==> src/rtl/opc1_boot_loader_if.sv <==
// opc1_boot_loader_if
//   Bus bundle for the OPC-1 boot loader: host byte stream, CPU memory bus,
//   RAM port and loader status.
//   slave  : loader view (stream/CPU/RAM-read in, RAM drive/status out)
//   master : environment view (CPU core, RAM and host byte source)
// Parameters: ADDR_W (RAM/CPU address width), DATA_W (data width).
interface opc1_boot_loader_if #(
  parameter int ADDR_W = 11,
  parameter int DATA_W = 8
);
  logic              boot_req;
  logic [DATA_W-1:0] s_data;
  logic              s_valid;
  logic              s_ready;
  logic [ADDR_W-1:0] cpu_address;
  logic              cpu_rnw;
  logic [DATA_W-1:0] cpu_wdata;
  logic [DATA_W-1:0] cpu_rdata;
  logic              cpu_reset_b;
  logic [ADDR_W-1:0] mem_address;
  logic [DATA_W-1:0] mem_wdata;
  logic              mem_we;
  logic [DATA_W-1:0] mem_rdata;
  logic              busy;
  logic              boot_err;

  modport slave (
    input  boot_req, s_data, s_valid, cpu_address, cpu_rnw, cpu_wdata, mem_rdata,
    output s_ready, cpu_rdata, cpu_reset_b, mem_address, mem_wdata, mem_we,
           busy, boot_err
  );

  modport master (
    output boot_req, s_data, s_valid, cpu_address, cpu_rnw, cpu_wdata, mem_rdata,
    input  s_ready, cpu_rdata, cpu_reset_b, mem_address, mem_wdata, mem_we,
           busy, boot_err
  );
endinterface

==> src/rtl/opc1_boot_loader.sv <==
// opc1_boot_loader
//   Boot sequencer and memory-bus owner for the OPC-1 CPU. Holds the CPU in
//   reset while a length-prefixed image (2 header bytes, len+1 data bytes) is
//   streamed into program RAM from address 0, waits RST_HOLD cycles, then
//   releases the CPU and passes its memory bus straight through to the RAM.
//   A boot_req level seen in RUN starts a reload.
// Ports:
//   clk   : rising-edge clock
//   reset : asynchronous active-high reset
//   bus   : opc1_boot_loader_if.slave (stream, CPU bus, RAM port, busy/boot_err)
// Build option:
//   OPC1_BOOT_CHKSUM_EN : adds a trailing checksum byte (CHK state); a bad
//                         sum sets the sticky boot_err and returns to HDR0.
//                         Without it boot_err is tied low.
// Assumes ADDR_W > 8 (length high bits come from the second header byte).
module opc1_boot_loader #(
  parameter int ADDR_W   = 11,
  parameter int DATA_W   = 8,
  parameter int RST_HOLD = 4
) (
  input logic              clk,
  input logic              reset,
  opc1_boot_loader_if.slave bus
);

  localparam int HOLD_W = (RST_HOLD > 1) ? $clog2(RST_HOLD) : 1;
  localparam logic [HOLD_W-1:0] HOLD_INIT = HOLD_W'(RST_HOLD - 1);

  typedef enum logic [2:0] {
    S_HDR0,
    S_HDR1,
    S_DATA,
`ifdef OPC1_BOOT_CHKSUM_EN
    S_CHK,
`endif
    S_HOLD,
    S_RUN
  } state_t;

  state_t            state_q, state_d;
  logic [ADDR_W-1:0] cnt_q, cnt_d;
  logic [ADDR_W-1:0] len_q, len_d;
  logic [HOLD_W-1:0] hold_q, hold_d;
  logic [DATA_W-1:0] sum_q, sum_d;
  logic              s_ready_q, s_ready_d;
  logic              busy_q, busy_d;
  logic              cpu_reset_b_q, cpu_reset_b_d;
`ifdef OPC1_BOOT_CHKSUM_EN
  logic              err_q, err_d;
`endif

  logic              accept;
  logic [DATA_W-1:0] sum_next;

  assign accept   = bus.s_valid & s_ready_q;
  assign sum_next = sum_q + bus.s_data;

  always_comb begin
    state_d = state_q;
    cnt_d   = cnt_q;
    len_d   = len_q;
    hold_d  = hold_q;
    sum_d   = sum_q;
`ifdef OPC1_BOOT_CHKSUM_EN
    err_d   = err_q;
`endif
    case (state_q)
      S_HDR0: if (accept) begin
        len_d[7:0] = bus.s_data[7:0];
        state_d    = S_HDR1;
      end
      S_HDR1: if (accept) begin
        len_d[ADDR_W-1:8] = bus.s_data[ADDR_W-9:0];
        cnt_d             = '0;
        sum_d             = '0;
        state_d           = S_DATA;
      end
      S_DATA: if (accept) begin
        sum_d = sum_next;
        if (cnt_q == len_q) begin
`ifdef OPC1_BOOT_CHKSUM_EN
          state_d = S_CHK;
`else
          state_d = S_HOLD;
          hold_d  = HOLD_INIT;
`endif
        end else begin
          // Counter stops on the last byte so a full 2 KB image cannot wrap.
          cnt_d = cnt_q + 1'b1;
        end
      end
`ifdef OPC1_BOOT_CHKSUM_EN
      S_CHK: if (accept) begin
        if (sum_next == '0) begin
          err_d   = 1'b0;
          state_d = S_HOLD;
          hold_d  = HOLD_INIT;
        end else begin
          err_d   = 1'b1;
          state_d = S_HDR0;
        end
      end
`endif
      S_HOLD: begin
        if (hold_q == '0) state_d = S_RUN;
        else              hold_d  = hold_q - 1'b1;
      end
      S_RUN: if (bus.boot_req) state_d = S_HDR0;
      default: state_d = S_HDR0;
    endcase

    // Status outputs are registered from the next state so they change only
    // on clk and always agree with state_q.
    s_ready_d     = (state_d != S_HOLD) && (state_d != S_RUN);
    busy_d        = (state_d != S_RUN);
    cpu_reset_b_d = (state_d == S_RUN);
  end

  always_ff @(posedge clk or posedge reset) begin
    if (reset) begin
      state_q       <= S_HDR0;
      cnt_q         <= '0;
      len_q         <= '0;
      hold_q        <= '0;
      sum_q         <= '0;
      s_ready_q     <= 1'b1;
      busy_q        <= 1'b1;
      cpu_reset_b_q <= 1'b0;
`ifdef OPC1_BOOT_CHKSUM_EN
      err_q         <= 1'b0;
`endif
    end else begin
      state_q       <= state_d;
      cnt_q         <= cnt_d;
      len_q         <= len_d;
      hold_q        <= hold_d;
      sum_q         <= sum_d;
      s_ready_q     <= s_ready_d;
      busy_q        <= busy_d;
      cpu_reset_b_q <= cpu_reset_b_d;
`ifdef OPC1_BOOT_CHKSUM_EN
      err_q         <= err_d;
`endif
    end
  end

  // RAM port mux: CPU owns the bus in RUN, the loader everywhere else.
  always_comb begin
    if (state_q == S_RUN) begin
      bus.mem_address = bus.cpu_address;
      bus.mem_wdata   = bus.cpu_wdata;
      bus.mem_we      = ~bus.cpu_rnw;
      bus.cpu_rdata   = bus.mem_rdata;
    end else begin
      bus.mem_address = cnt_q;
      bus.mem_wdata   = bus.s_data;
      bus.mem_we      = (state_q == S_DATA) && accept;
      bus.cpu_rdata   = '0;
    end
  end

  assign bus.s_ready     = s_ready_q;
  assign bus.busy        = busy_q;
  assign bus.cpu_reset_b = cpu_reset_b_q;
`ifdef OPC1_BOOT_CHKSUM_EN
  assign bus.boot_err    = err_q;
`else
  assign bus.boot_err    = 1'b0;
`endif

endmodule

==> src/flat_wrapper.sv <==
// flat-port wrapper written by rule: the top's interface ports become plain ports
module opc1_boot_loader_flat 
#(
  parameter int ADDR_W   = 11,
  parameter int DATA_W   = 8,
  parameter int RST_HOLD = 4
)
  (clk, reset, bus_boot_req, bus_s_data, bus_s_valid, bus_cpu_address, bus_cpu_rnw, bus_cpu_wdata, bus_mem_rdata, bus_s_ready, bus_cpu_rdata, bus_cpu_reset_b, bus_mem_address, bus_mem_wdata, bus_mem_we, bus_busy, bus_boot_err);
  opc1_boot_loader_if #(.ADDR_W(ADDR_W), .DATA_W(DATA_W)) bus_i ();
  input logic clk;
  input logic reset;
  input wire logic [$bits(bus_i.boot_req)-1:0] bus_boot_req;
  input wire logic [$bits(bus_i.s_data)-1:0] bus_s_data;
  input wire logic [$bits(bus_i.s_valid)-1:0] bus_s_valid;
  input wire logic [$bits(bus_i.cpu_address)-1:0] bus_cpu_address;
  input wire logic [$bits(bus_i.cpu_rnw)-1:0] bus_cpu_rnw;
  input wire logic [$bits(bus_i.cpu_wdata)-1:0] bus_cpu_wdata;
  input wire logic [$bits(bus_i.mem_rdata)-1:0] bus_mem_rdata;
  output wire logic [$bits(bus_i.s_ready)-1:0] bus_s_ready;
  output wire logic [$bits(bus_i.cpu_rdata)-1:0] bus_cpu_rdata;
  output wire logic [$bits(bus_i.cpu_reset_b)-1:0] bus_cpu_reset_b;
  output wire logic [$bits(bus_i.mem_address)-1:0] bus_mem_address;
  output wire logic [$bits(bus_i.mem_wdata)-1:0] bus_mem_wdata;
  output wire logic [$bits(bus_i.mem_we)-1:0] bus_mem_we;
  output wire logic [$bits(bus_i.busy)-1:0] bus_busy;
  output wire logic [$bits(bus_i.boot_err)-1:0] bus_boot_err;
  assign bus_i.boot_req = bus_boot_req;
  assign bus_i.s_data = bus_s_data;
  assign bus_i.s_valid = bus_s_valid;
  assign bus_i.cpu_address = bus_cpu_address;
  assign bus_i.cpu_rnw = bus_cpu_rnw;
  assign bus_i.cpu_wdata = bus_cpu_wdata;
  assign bus_i.mem_rdata = bus_mem_rdata;
  assign bus_s_ready = bus_i.s_ready;
  assign bus_cpu_rdata = bus_i.cpu_rdata;
  assign bus_cpu_reset_b = bus_i.cpu_reset_b;
  assign bus_mem_address = bus_i.mem_address;
  assign bus_mem_wdata = bus_i.mem_wdata;
  assign bus_mem_we = bus_i.mem_we;
  assign bus_busy = bus_i.busy;
  assign bus_boot_err = bus_i.boot_err;
  opc1_boot_loader #(.ADDR_W(ADDR_W), .DATA_W(DATA_W), .RST_HOLD(RST_HOLD)) u_core (.clk(clk), .reset(reset), .bus(bus_i));
endmodule
==> config.mk <==
export PLATFORM = sky130hd
export DESIGN_NAME = opc1_boot_loader_flat
export DESIGN_NICKNAME = d
export VERILOG_FILES = /design/src/rtl/opc1_boot_loader_if.sv /design/src/rtl/opc1_boot_loader.sv /design/src/flat_wrapper.sv
export SDC_FILE = /design/constraint.sdc
export NUM_CORES = 1
export LEC_CHECK = 0
export BUFFER_PORTS_ARGS = -buffer_cell sky130_fd_sc_hd__buf_2
export CORE_UTILIZATION = 50
export CTS_BUF_LIST = sky130_fd_sc_hd__clkbuf_16
export DETAILED_ROUTE_END_ITERATION = 6
export HOLD_SLACK_MARGIN = 0.1
export PLACE_DENSITY = 0.8
export RECOVER_POWER = 25
export REMOVE_ABC_BUFFERS = 1
export SETUP_SLACK_MARGIN = 0.1
export SLEW_MARGIN = 20
export SYNTH_ARGS = -nofsm -noshare
export SYNTH_HDL_FRONTEND = slang
export SYNTH_SLANG_ARGS = --single-unit
==> constraint.sdc <==
create_clock -name clk -period 4.1 [get_ports clk]
set_input_delay 0 -clock clk [delete_from_list [all_inputs] [get_ports clk]]
set_output_delay 0 -clock clk [all_outputs]
set_load 0.01 [all_outputs]
Yosys cells after proc, flatten, opt, wreduce, memory -nomap -nowiden. Index checks and enable logic that the tools add are counted. Widths: inputs -> output; s select.

Bitwise logic cells: 2. Reductions and logical operators: 10. Add/sub/neg operators: 2. Muxes and demuxes: 19. Eq/ne operators: 13.

Operators by type and width (number): $mux 11 (4); $pmux 11 s2 (1); $mux 3 (6); $mux 8 (2); $pmux 3 s5 (1); $add 11x1->11 const B (1); $eq 11x11->1 (1); $reduce_and 4->1 (2); $eq 3x2->1 const B (2); $eq 3x3->1 const B (2); $mux 2 (3); $ne 2x1->1 const B (3); $ne 2x2->1 const B (2); $pmux 2 s2 (1); $reduce_and 2->1 (2); $reduce_bool 2->1 (2); $eq 3x1->1 const B (1); $logic_not 3->1 (1); $ne 3x2->1 const B (1); $ne 3x3->1 const B (1); $logic_and 1x1->1 (2); $logic_not 2->1 (1); $sub 2x1->2 const B (1); $and 1x1->1 (1); 2 further kinds (2).

Output and inout port bits: 32. Input bits: 40. Logic and storage cells: 54. Bits in registers: 30.

Logic depth before layout (Yosys ltp).
Depth in word-level cells: 6. Mapped depth: 8. Mapped depth without buffers: 5.

Least setup slack after synthesis. OpenSTA, ideal clock, no wires.

Kind: flip-flop to flip-flop. Start point: register u_core.cnt_q[4]. End point: register u_core.cnt_q[10]. Path slack: 2.385 ns. Cell stages (with the launch flop): 8. Setup time: 0.129 ns. Data required time: 3.971 ns. Path buffers: 2. Arrival: 1.587 ns. Clock period less this slack: 1.715 ns. Cell sequence: dfrtp_1 > xor2_1 > nor4_1 > and4_1 > buf_6 > buf_4 > nor3_1 > mux2i_1.

Longest elaborated chain between the ends: 4. Elaborated cells between the ends (all ways): 7. Those cells by class: add/sub: 1; eq/ne: 2; mux: 3; reduce/logical: 1.

Ends and longest elaborated chain: start, declared (RTL line opc1_boot_loader.sv:41) `logic [ADDR_W-1:0] cnt_q, cnt_d;`; start signal, assigned (RTL line opc1_boot_loader.sv:134) `cnt_q <= cnt_d;`; $add 11x1->11 (RTL line opc1_boot_loader.sv:89) `cnt_d = cnt_q + 1'b1;`; $mux 11 (RTL line opc1_boot_loader.sv:80) `if (cnt_q == len_q) begin`; $mux 11 (RTL line opc1_boot_loader.sv:78) `S_DATA: if (accept) begin`; $pmux 11 s2 (RTL line opc1_boot_loader.sv:67) `case (state_q)`.

Parallel ways exist; a longest one is shown, timed or not. The select of a mux whose other input is x is not followed. A chain may end at the register's enable or synchronous reset.

Worst setup path in the final report.
Start point: register u_core.state_q[1]. End point: output bus_mem_we.

Longest elaborated chain between the ends: 3. Elaborated cells between the ends (all ways): 4. Those cells by class: eq/ne: 2; mux: 1; reduce/logical: 1.

Ends and longest elaborated chain: start, declared (RTL line opc1_boot_loader.sv:40) `state_t state_q, state_d;`; start signal, assigned (RTL line opc1_boot_loader.sv:133) `state_q <= state_d;`; $eq 3x2->1 (RTL line opc1_boot_loader.sv:157) `bus.mem_we = (state_q == S_DATA) && accept;`; $logic_and 1x1->1 (RTL line opc1_boot_loader.sv:157); $mux 1 (*) (RTL line opc1_boot_loader.sv:149) `if (state_q == S_RUN) begin`; end, declared (RTL line flat_wrapper.sv:24) `output wire logic [$bits(bus_i.mem_we)-1:0] bus_mem_we;`.

Mark *: on every way between the ends. The rest lies on a longest branch, timed or not.

==> reports/results.ini <==
[run_status]
status = complete, but fails checks
violations = capacitance limit, slew limit

[cells_and_area]
drive_gt1_frac = 0.2876
final_cells = 352
fin_util = 0.7077
syn_to_final_growth_pct = 32.36
layout.nets = 347
antenna_cells = 0

[pwr]
ir_worst_vdd_mv = 0.4222
power_switching_uw = 469.2
p_int_uw = 831.7
power_leakage_nw = 1.300
seqPwrFrac = 0.389
p_comb_frac = 0.350
pwr-share-clk = 0.261
swShare = 0.3607
p_per_area_nw_per_um2 = 534.0

[clock_tree]
root_buffer = clkbuf_16
cts_buffer_depth = 2
clock-sinks = 30
cts_resized = 0
cts_made_buffers = 5
clk_latency_ps = 280
cts_tree = done
h-tree-depth = 2
clk_pin_slew_ps = 50

[placement]
placed_cells = 333
portBuffers = 70
place_congestion = 0.8852
dp_hpwl_mm = 2.969
pre_cts_ws_ps = 2046

[hold_path]
min_to = bus_mem_address[2]
hold_depth = 4
hp-start = bus_cpu_address[2]
hold_class = primary input to output port

[floorplan]
fp.dieH_um = 62.67
dieArea_um2 = 3928
core_um2 = 3442
rows = 21
io_pins = 72
die_w_um = 62.67
start_util = 0.5347

[critical_path]
critical_path_buf_inv_count = 1
cp-end-kind = output port
cpPeakStageDelay_ps = 590
cp.required_ps = 4100
regToRegEndpoint = u_core.bus.s_ready
reg2regPathDepth = 4
crit_family = simple AND/OR/NAND/NOR gates
reg2reg_from = u_core.state_q[1]
slowest_stage = nand2_1
path_cells = nor2_1, nand2_1, o21ai_0, buf_2
critPathLaunchType = flop
arrival_ps = 2260
critical_path.max_fanout = 22
setup.worst_path.class = flop to output port
r2r_slack_ps = 2000

[routing]
postRouteAntennaNets = 0
wl_per_cell_um = 12.29
drt_iter0_markers = 68
first_pass_iters = 4
drc = 0
routed_wl_mm = 4.325
dr_total_vias = 1784
via_per_inst = 5.068

[timing]
tns_ps = 0
fin_ws_ps = 1837
fin_crit_ps = 2263
relSlewSlack = -0.07835
period_share = 0.5518
hold_violations = 0
slew_violations = 31
worst_pin_slew_ps = 1618
worst_clock_skew_ps = 7.950
fmax_mhz = 442.0
setup_viol = 0
grt_setup_unrepaired = no

[yosys]
ys_types = 40
synthCells = 228
synth_top_area_share = 0.3807
yosys.area.top_type = dfrtp_1
yosys-top-cells-area = dfrtp_1 (38%), nand2_1 (16%), xor2_1 (5.2%)
yosysWarnings = 0
ys_seq_area_frac = 0.4092
syn_area_um2 = 1841
synth_seq_cells = 30
avgSynthCellArea_um2 = 8.072

[global_route]
grt_max_degree = 31
grt_pass1_vias = 1634
grt_antenna_before_repair = 0
grt_usage = 0.2347
grt_pass1_wl_mm = 7.238
gr-total-overflow = 0

[job]
cap_violations = 1

cell usage after synthesis:
library cell and n:
nand3_1 4, buf_6 1, o21ai_1 1, mux2_2 8, a22oi_1 1, nor3b_1 3
buf_4 2, a32oi_1 1, inv_1 4, o31ai_1 2, buf_2 2, or3_1 4
dfstp_2 2, dfrtp_1 28, and2_1 3, nand3b_1 2, clkbuf_1 7, a32o_1 1
and3_1 8, xor2_1 11, nor2b_1 2, nor4_1 2, nand2_1 80, nand4_1 4
nor2_1 10, ha_1 2, or2_2 2, xnor2_1 1, nor3b_2 1, o21ai_0 4
o211ai_1 1, or4_1 2, nor3_1 3, nand2b_1 2, mux2i_1 3, a21oi_1 9
o22ai_1 2, conb_1 1, a211o_1 1, and4_1 1
logic make-up after synthesis:
| kind of cell | share of synthesized area |
|---|---|
| xor gates and xnor gates | 0.05710 |
| adders and majority gates | 0.01359 |
| AOI/OAI and AO/OA | 0.07614 |
| and+or+nand+nor | 0.3345 |
| muxes | 0.06526 |
| other | 0.002037 |
| DFF | 0.4092 |
| buffers and inverters | 0.04215 |
power groups by stage:
stage / combinational, mW / clock [mW] / sequential [mW]
floorplan: 0.325 / 0 / 0.483
global placement: 0.437 / 0 / 0.504
detailed placement: 0.445 / 0 / 0.508
CTS: 0.457 / 0.345 / 0.505
global route: 0.516 / 0.355 / 0.522
finish: 0.455 / 0.340 / 0.506
cell type report:
type                       instances  area, um^2
sequential                        30       753.2
tap                               46       57.56
clock inverter                     3       11.26
multi-input combinational        182        1010
timing repair buffer              82       464.2
clock buffer                       5       125.1
fill                             281        1006
inverter                           4       15.01
worst register-to-register path, cell delays in order (launching register included):
cell and delay (ps):
dfrtp_1 490, nor2_1 430, nand2_1 590, o22ai_1 400, nor3b_1 100
metrics by stage:
stage / cell area [um^2] / power, mW / hold WS (ps)
2_1_floorplan: 1778 / 0.8077 / 89.07
3_3_place_gp: 2193 / 0.9408 / 89.40
3_5_place_dp: 2193 / 0.9528 / 91.62
4_1_cts: 2440 / 1.306 / 266.3
5_1_grt: 2436 / 1.393 / 279.1
6_report: 2436 / 1.301 / 263.1
sequential cells by signal, indices dropped and copies added (netlist names):
name	cells
u_core.bus.busy	1
u_core.bus.cpu_reset_b	1
u_core.cnt_q	11
u_core.bus.s_ready	1
u_core.len_q	11
u_core.state_q	3
u_core.hold_q	2
worst max path at each step:
| stage | end | startpoint | depth (start not counted) | slack (ps) |
|---|---|---|---|---|
| floorplan | u_core.cnt_q[4] | u_core.cnt_q[4] | 5 | 2350 |
| global placement | u_core.bus.s_ready | u_core.state_q[0] | 4 | 2070 |
| detailed placement | u_core.bus.s_ready | u_core.state_q[0] | 4 | 2050 |
| CTS | bus_mem_we | u_core.state_q[0] | 4 | 1850 |
| global route | bus_mem_we | u_core.state_q[0] | 4 | 1460 |
| finish | bus_mem_we | u_core.state_q[1] | 4 | 1840 |
repair_timing:
action / CTS / global route
endpoints found under the hold margin: 45 / 0
setup endpoints to repair: 0 / 0
hold buffers: 11 / 0
buffers inserted: 0 / 0
per-layer routing:
metal	up-vias	GRT usage	wire, um
li1	921	-	-
met1	806	0.2946	1974
met2	52	0.4008	2099
met3	5	0.04745	197
met4	0	0.07849	53
met5	-	0	0
layout by cell type, fill, tap and decap left out, types with 5 or more instances in the layout:
cell,Yosys,routed
nor2_1,10,10
nand2_1,80,80
a21oi_1,9,9
xor2_1,11,11
clkbuf_16,0,5
mux2_2,8,8
and3_1,8,8
buf_2,2,70
dfrtp_1,28,28
dlygate4sd3_1,0,11
Power figures use the tool's default switching activity.
